$ cat src/rtl/noc_pkg.sv
// Shared router definitions: port numbering, one-hot grant type and index helpers.
// Used by the output-port arbiters and selectors.
package noc_pkg;

   localparam int unsigned N_PORTS = 5;
   localparam int unsigned PTR_W   = 3;

   typedef logic [N_PORTS-1:0] onehot5_t;
   typedef logic [PTR_W-1:0]   port_idx_t;

   localparam port_idx_t PORT_LOCAL = 3'd0;
   localparam port_idx_t PORT_N     = 3'd1;
   localparam port_idx_t PORT_E     = 3'd2;
   localparam port_idx_t PORT_S     = 3'd3;
   localparam port_idx_t PORT_W     = 3'd4;

   typedef enum logic [0:0] {
      StIdle,
      StLocked
   } arb_state_e;

   function automatic port_idx_t onehot_to_idx(onehot5_t oh);
      port_idx_t idx = '0;
      for (int i = 0; i < N_PORTS; i++) begin
         if (oh[i]) idx = port_idx_t'(i);
      end
      return idx;
   endfunction

   function automatic port_idx_t next_port(port_idx_t p);
      return (p == PORT_W) ? PORT_LOCAL : p + 3'd1;
   endfunction

endpackage

$ cat src/rtl/output_port_arbiter_if.sv
// Request/grant bundle between the input ports and one output-port arbiter.
// master: the arbiter (drives grants); slave: the requesting side.
interface output_port_arbiter_if #(
   parameter int unsigned N_PORTS = 5,
   parameter int unsigned IDX_W   = 3
);

   logic [N_PORTS-1:0] req;
   logic [N_PORTS-1:0] tail;
   logic               out_ready;
   logic [N_PORTS-1:0] grant;
   logic [IDX_W-1:0]   grant_idx;
   logic               busy;

   modport master (
      input  req,
      input  tail,
      input  out_ready,
      output grant,
      output grant_idx,
      output busy
   );

   modport slave (
      output req,
      output tail,
      output out_ready,
      input  grant,
      input  grant_idx,
      input  busy
   );

endinterface

$ cat src/rtl/rr_pick.sv
// Combinational winner pick: rotating priority from ptr when ARB_ROUND_ROBIN_EN is
// defined, otherwise fixed priority with port 0 highest (ptr ignored).
module rr_pick
   import noc_pkg::*;
(
   input  onehot5_t  req,
   input  port_idx_t ptr,
   output onehot5_t  win,
   output logic      valid
);

   assign valid = |req;

`ifdef ARB_ROUND_ROBIN_EN
   logic [2*N_PORTS-1:0] req_dbl;
   logic [2*N_PORTS-1:0] win_dbl;
   onehot5_t             rot;
   onehot5_t             rot_win;

   // Rotate so ptr lands on bit 0, take the lowest set bit, rotate back.
   always_comb begin
      req_dbl = {req, req} >> ptr;
      rot     = req_dbl[N_PORTS-1:0];
      rot_win = rot & (~rot + 5'd1);
      win_dbl = {rot_win, rot_win} << ptr;
      win     = win_dbl[2*N_PORTS-1:N_PORTS];
   end
`else
   logic unused_ptr;

   assign unused_ptr = ^ptr;
   assign win        = req & (~req + 5'd1);
`endif

endmodule

$ cat src/rtl/output_port_arbiter.sv
// Per-output-port packet arbiter: registered one-hot grant held from head to tail.
// ARB_ROUND_ROBIN_EN selects rotating priority; default build is fixed priority.
module output_port_arbiter #(
   parameter int unsigned N_PORTS = 5,
   parameter int unsigned IDX_W   = 3
) (
   input logic                   clk,
   input logic                   rst,
   output_port_arbiter_if.master bus
);

   logic [N_PORTS-1:0]  req;
   logic [N_PORTS-1:0]  tail;
   noc_pkg::onehot5_t   win;
   logic                valid;
   logic                rel;
   noc_pkg::port_idx_t  pick_ptr;

   noc_pkg::arb_state_e state_d, state_q;
   logic [N_PORTS-1:0]  grant_d, grant_q;
   logic [IDX_W-1:0]    idx_d, idx_q;
   logic                busy_d, busy_q;

   assign req  = bus.req;
   assign tail = bus.tail;

   // Owner finishes on a tail transfer, or gives up by dropping its request.
   assign rel = (state_q == noc_pkg::StLocked) &&
                (!(|(req & grant_q)) || ((|(tail & grant_q)) && bus.out_ready));

`ifdef ARB_ROUND_ROBIN_EN
   noc_pkg::port_idx_t ptr_d, ptr_q, ptr_nxt;

   assign ptr_nxt  = noc_pkg::next_port(noc_pkg::port_idx_t'(idx_q));
   assign pick_ptr = rel ? ptr_nxt : ptr_q;

   always_comb begin
      ptr_d = ptr_q;
      if (rel) ptr_d = ptr_nxt;
   end

   always_ff @(posedge clk or negedge rst) begin
      if (!rst) ptr_q <= '0;
      else      ptr_q <= ptr_d;
   end
`else
   assign pick_ptr = '0;
`endif

   rr_pick u_pick (
      .req   (req),
      .ptr   (pick_ptr),
      .win   (win),
      .valid (valid)
   );

   always_comb begin
      state_d = state_q;
      grant_d = grant_q;
      idx_d   = idx_q;
      busy_d  = busy_q;
      unique case (state_q)
         noc_pkg::StIdle: begin
            if (valid) begin
               grant_d = win;
               idx_d   = IDX_W'(noc_pkg::onehot_to_idx(win));
               busy_d  = 1'b1;
               state_d = noc_pkg::StLocked;
            end
         end
         noc_pkg::StLocked: begin
            if (rel) begin
               if (valid) begin
                  grant_d = win;
                  idx_d   = IDX_W'(noc_pkg::onehot_to_idx(win));
                  busy_d  = 1'b1;
               end else begin
                  grant_d = '0;
                  idx_d   = '0;
                  busy_d  = 1'b0;
                  state_d = noc_pkg::StIdle;
               end
            end
         end
         default: begin
            grant_d = '0;
            idx_d   = '0;
            busy_d  = 1'b0;
            state_d = noc_pkg::StIdle;
         end
      endcase
   end

   always_ff @(posedge clk or negedge rst) begin
      if (!rst) begin
         state_q <= noc_pkg::StIdle;
         grant_q <= '0;
         idx_q   <= '0;
         busy_q  <= 1'b0;
      end else begin
         state_q <= state_d;
         grant_q <= grant_d;
         idx_q   <= idx_d;
         busy_q  <= busy_d;
      end
   end

   assign bus.grant     = grant_q;
   assign bus.grant_idx = idx_q;
   assign bus.busy      = busy_q;

endmodule

$ cat src/flat_wrapper.sv
// flat-port wrapper written by rule: the top's interface ports become plain ports
module output_port_arbiter_flat 
#(
   parameter int unsigned N_PORTS = 5,
   parameter int unsigned IDX_W   = 3
)
  (clk, rst, bus_req, bus_tail, bus_out_ready, bus_grant, bus_grant_idx, bus_busy);
  output_port_arbiter_if #(.N_PORTS(N_PORTS), .IDX_W(IDX_W)) bus_i ();
  input logic clk;
  input logic rst;
  input wire logic [$bits(bus_i.req)-1:0] bus_req;
  input wire logic [$bits(bus_i.tail)-1:0] bus_tail;
  input wire logic [$bits(bus_i.out_ready)-1:0] bus_out_ready;
  output wire logic [$bits(bus_i.grant)-1:0] bus_grant;
  output wire logic [$bits(bus_i.grant_idx)-1:0] bus_grant_idx;
  output wire logic [$bits(bus_i.busy)-1:0] bus_busy;
  assign bus_i.req = bus_req;
  assign bus_i.tail = bus_tail;
  assign bus_i.out_ready = bus_out_ready;
  assign bus_grant = bus_i.grant;
  assign bus_grant_idx = bus_i.grant_idx;
  assign bus_busy = bus_i.busy;
  output_port_arbiter #(.N_PORTS(N_PORTS), .IDX_W(IDX_W)) u_core (.clk(clk), .rst(rst), .bus(bus_i));
endmodule
$ cat config.mk
export PLATFORM = sky130hd
export DESIGN_NAME = output_port_arbiter_flat
export DESIGN_NICKNAME = d
export VERILOG_FILES = /design/src/rtl/noc_pkg.sv /design/src/rtl/output_port_arbiter_if.sv /design/src/rtl/rr_pick.sv /design/src/rtl/output_port_arbiter.sv /design/src/flat_wrapper.sv
export SDC_FILE = /design/constraint.sdc
export NUM_CORES = 1
export LEC_CHECK = 0
export BUFFER_PORTS_ARGS = -buffer_cell sky130_fd_sc_hd__buf_2
export CAP_MARGIN = 5
export CELL_PAD_IN_SITES_DETAIL_PLACEMENT = 1
export CELL_PAD_IN_SITES_GLOBAL_PLACEMENT = 1
export CORE_MARGIN = 10
export CORE_UTILIZATION = 35
export CTS_CLUSTER_DIAMETER = 80
export DETAILED_ROUTE_END_ITERATION = 8
export HOLD_SLACK_MARGIN = 0.03
export PLACE_DENSITY = 0.89
export SLEW_MARGIN = 10
export SYNTH_ARGS = -nofsm -noshare
export SYNTH_HDL_FRONTEND = slang
export SYNTH_HIERARCHICAL = 1
export SYNTH_SLANG_ARGS = --single-unit
$ cat constraint.sdc
create_clock -name clk -period 2.2 [get_ports clk]
set_input_delay 0.11 -clock clk [delete_from_list [all_inputs] [get_ports clk]]
set_output_delay 0.11 -clock clk [all_outputs]
set_load 0.005 [all_outputs]
### Yosys cells after proc, flatten, opt, wreduce, memory -nomap -nowiden

Cells that the tools add are included.

* $add $sub $neg: 1
* equal/unequal tests: 2
* muxes and demuxes: 18
* bitwise gates (word level): 5
* reduce and logical (&&, ||, !) cells: 8

Operator list (number)
* 5-bit bitwise AND: 3
* 3-bit two-way mux: 5
* 5-bit two-way mux: 3
* 5-bit OR reduction: 3
* 5-bit case mux with 2 select lines: 1
* 3-bit case mux with 2 select lines: 1
* 5-bit by 1-bit adder with 5-bit output, second input constant: 1
* 1-bit two-way mux: 5
* 5-bit NOT: 1
* 1-bit case mux with 2 select lines: 2
* 1-bit logical AND: 2
* 2-bit two-way mux: 1
* 2-bit by 1-bit inequality test with 1-bit output, second input constant: 1
* 2-bit inequality test, second input constant: 1
* 2-bit AND reduction: 1
* 1-bit zero test: 1
* 1-bit logical OR: 1
* 1-bit NOT: 1

* register bits: 10
* input port bits: 13
* output and inout port bits: 9
* logic and storage cells: 38

### Depth between registers and ports, before layout

* depth in word-level cells: 10
* depth in mapped cells: 5
* mapped depth without buffers: 5

### Modules after synthesis

Netlist, hierarchy kept.

By module, submodules not included
* output_port_arbiter: times used 1, cells each 38, area each 454.2 sq um, sequential area each 225.2 sq um
* rr_pick: times used 1, cells each 7, area each 55.1 sq um, sequential area each 0.0 sq um

### Worst setup path before layout

No wires, ideal clock.

* path kind: reg2reg
* start point: register u_core.grant_q[1] (netlist: u_core/bus.grant[1])
* end point: register u_core.idx_q[0] (netlist: u_core/bus.grant_idx[0])
* setup time: 121 ps
* data arrival time: 1416 ps
* data required time: 2079 ps
* setup slack: 663 ps
* cell stages (with the launch flop): 5
* path buffers: 0
* period minus slack after synthesis: 1537 ps
* cells stage by stage: dfrtp_1 > a222oi_1 > nand2_2 > a31o_4 > a22o_1

* cells in the longest elaborated chain, start to end: 7
* elaborated cells between the ends (all ways): 10
* classes of those cells: 1 x eq/ne; 2 x bitwise; 7 x reduce/logical

RTL lines
* from (decl): RTL line output_port_arbiter.sv:20 `logic [N_PORTS-1:0] grant_d, grant_q;`
* from (signal assigned): RTL line output_port_arbiter.sv:102 `grant_q <= grant_d;`
* 5-bit bitwise AND: RTL line output_port_arbiter.sv:29 `(!(|(req & grant_q)) || ((|(tail & grant_q)) && bus.out_ready));`
* 5-bit OR reduction: RTL line output_port_arbiter.sv:29
* 1-bit zero test or 1-bit logical AND (tied branches): RTL line output_port_arbiter.sv:29
* 1-bit logical OR *: RTL line output_port_arbiter.sv:29
* 1-bit logical AND *: RTL line output_port_arbiter.sv:28 `assign rel = (state_q == noc_pkg::StLocked) &&`
* 2-bit by 1-bit inequality test with 1-bit output (no line) *
* 2-bit AND reduction (no line) *
* to (signal assigned): RTL line output_port_arbiter.sv:103 `idx_q <= idx_d;`
* to (decl): RTL line output_port_arbiter.sv:21 `logic [IDX_W-1:0] idx_d, idx_q;`

Every way passes the cells marked *; elsewhere a longest branch is shown, timed or not.
A chain may end at the register's enable or synchronous reset.

### Worst setup path after layout

* start point: register u_core.grant_q[1] (netlist: u_core/bus.grant[1])
* end point: register u_core.idx_q[1] (netlist: u_core/bus.grant_idx[1])

The elaborated chain is that of the path after synthesis.

==> reports/summary.md <==
• **Critical Path Start** u_core/bus.grant[1]
• **Top Ports** 22
• **Maximum Capacitance Violations** 0
• **synthesized net count** 57
• **worst slack on hold paths** 0.192 ns
• **Placed Instances** 78
• **end of the worst register-to-register path** u_core/bus.grant_idx[1]
• **wire length per cell** 19.8 um
• **Routed WL** 1650 um
• **critical path arrival** 1.77 ns
• **number of buffer and inverter stages on the critical path** 0
• **Post-Syn Area** 505 um2
• **Critical Setup Path Class** flip-flop to flip-flop
• **startpoint type of the worst setup path** flip-flop
• **depth of the critical timing path with buffers and inverters included** 4
• **Final GP Congestion** 0.752
• **net total in the final layout** 82
• **CTS tree** built
• **leading cell type in the layout, fill and taps excluded** buf_2
• **number of vias in the routed layout** 478
• **crit path capture type** flip-flop
• **Layout Area Growth over Synthesis** 28.7%
• **antenna violations before repair** 0
• **origin of the critical flop-to-flop path** u_core/bus.grant[1]
• **total congestion overflow after global routing** 0
• **Global Route Usage Sum** 0.0978
• **slack of the worst reg-to-reg path** 0.58 ns
• **cell at the root of the clock tree** clkbuf_4
• **final setup vio count** 0
• **post-cts sizing count** 0
• **Critical Path Max Stage Delay** 0.41 ns
• **Critical Path Sink** u_core/bus.grant_idx[1]
• **die outline width** 58.0 um
• **global-route wire length before repair** 2620 um
• **outcome** finished clean
• **ratio of final minimum period to clock period** 0.736
• **Leakage** 0.317 nW
• **Diodes inserted** 0
• **Worst IR Drop VDD** 0.000401 V
• **endpoint required time on the critical path** 2.35 ns
• **FILL cells** 166
• **syn avg cell area** 11.5 um2
• **r2r worst-path depth** 4
• **number of buffers inserted by port buffering** 21
• **non-filler cells, final** 83
• **iteration-0 DRC count of the detailed router** 19
• **most frequent cells in the layout** buf_2 (21), dfrtp_1 (9), nor2_1 (5), a22o_2 (5), clkbuf_4 (3)
• **Post-Place Cell Area** 614 um2
• **number of clock sinks** 9
• **area of the die** 0.00336 mm2
• **Crit path max-delay family** compound AO/OA/AOI/OAI gates
• **Worst-path clk slew** 0.07 ns
• **share of cells above drive strength 1** 0.529
• **Worst slew margin** 0.627
• **number of routed nets with antenna violations** 0
• **power per unit of standard cell area** 858 mW/mm2
• **ordered cell list for the critical path** a222oi_1 -> nand2_2 -> a31o_4 -> a22o_1
• **fin area** 651 um2
• **Hold Fails Final Rpt** 0
• **floorplan core area** 0.00133 mm2
• **Post-CTS Repair Setup Buffers** 0
• **Tightest Pin Transition** 0.552 ns
• **overall power** 0.558 mW
• **num rows** 13
• **floorplan die height** 58.0 um
• **unrepaired setup endpoints after global routing** no
• **Max Buffers Root-to-Sink** 2
• **vias per inst** 5.76
• **cell type of the slowest stage on the worst timing path** dfrtp_1
• **length of the first detailed-routing pass in iterations** 4
• **shortest period the worst path allows** 1.62 ns
• **largest fanout on the critical path** 7
• **pin count of the biggest net entering global routing** 10
• **DRC violations left** 0
• **placed wire-length estimate** 1290 um
• **Total Neg Setup Slack** 0 ns
• **worst hold path class** input pin to flip-flop
• **Starting Density** 0.379
• **count of pins over their slew limit** 0
• **Final Skew** 0.000821 ns
• **Synthesis Warnings** 6
• **Gate Count Post-Synth** 44
• **number of buffers created by CTS** 3
• **# H-tree levels** 1
• **number of global-route vias before repair** 552
• **peak clock frequency supported by timing** 0.617 GHz
• **worst-skew pair later-pin latency** 0.26 ns
==> registers in the layout, indices dropped and copies added, names as in the netlist <==
| signal | flops |
|---|---|
| u_core/bus.grant | 5 |
| u_core/bus.grant_idx | 2 |
| u_core/bus.busy | 1 |
| u_core/state_q | 1 |
==> final cells by class <==
| type | instances | area [um2] | area share |
|---|---|---|---|
| Timing Repair Buffer | 22 | 115 | 0.177 |
| Tap cell | 15 | 18.8 | 0.0288 |
| Clock buffer | 4 | 26.3 | 0.0404 |
| Multi-Input combinational cell | 31 | 258 | 0.396 |
| Sequential cell | 9 | 225 | 0.346 |
| Inverter | 2 | 7.51 | 0.0115 |
==> worst min path at each step <==
stage / startpoint / to / depth (start not counted)
after floorplan: rst / u_core/bus.busy / 0
after global placement: rst / u_core/bus.grant[0] / 1
after detailed placement: rst / u_core/bus.busy / 1
after CTS: bus_req[0] / u_core/bus.grant[0] / 2
after global routing: bus_req[0] / u_core/bus.grant[0] / 2
final: bus_req[0] / u_core/bus.grant[0] / 2
==> per-layer routing <==
| metal | track usage | share of wire |
|---|---|---|
| met1 | 0.104 | 0.43 |
| met2 | 0.170 | 0.52 |
| met3 | 0.0283 | 0.057 |
| met4 | 0.0503 | 0 |
| met5 | 0 | 0 |
==> timing repair <==
action | CTS | global route
endpoints found under the hold margin | 9 | 0
endpoints found under the setup margin | 0 | 0
hold buffers | 1 | 0
==> report_power, final <==
part           total [mW]  switching [mW]  internal [mW]  leakage [nW]
clock network       0.135          0.0644         0.0701        0.0150
registers           0.226          0.0292          0.197         0.112
logic               0.198          0.0970          0.101         0.190
==> through the flow <==
| stage | setup slack [ns] | utilization |
|---|---|---|
| finish | 0.580 | 0.488 |
| global route | 0.501 | 0.488 |
| CTS | 0.582 | 0.488 |
| detailed placement | 0.577 | 0.461 |
| global placement | 0.622 | 0.461 |
| floorplan | 0.663 | - |
Note: power is estimated with default switching activity, not from simulation.
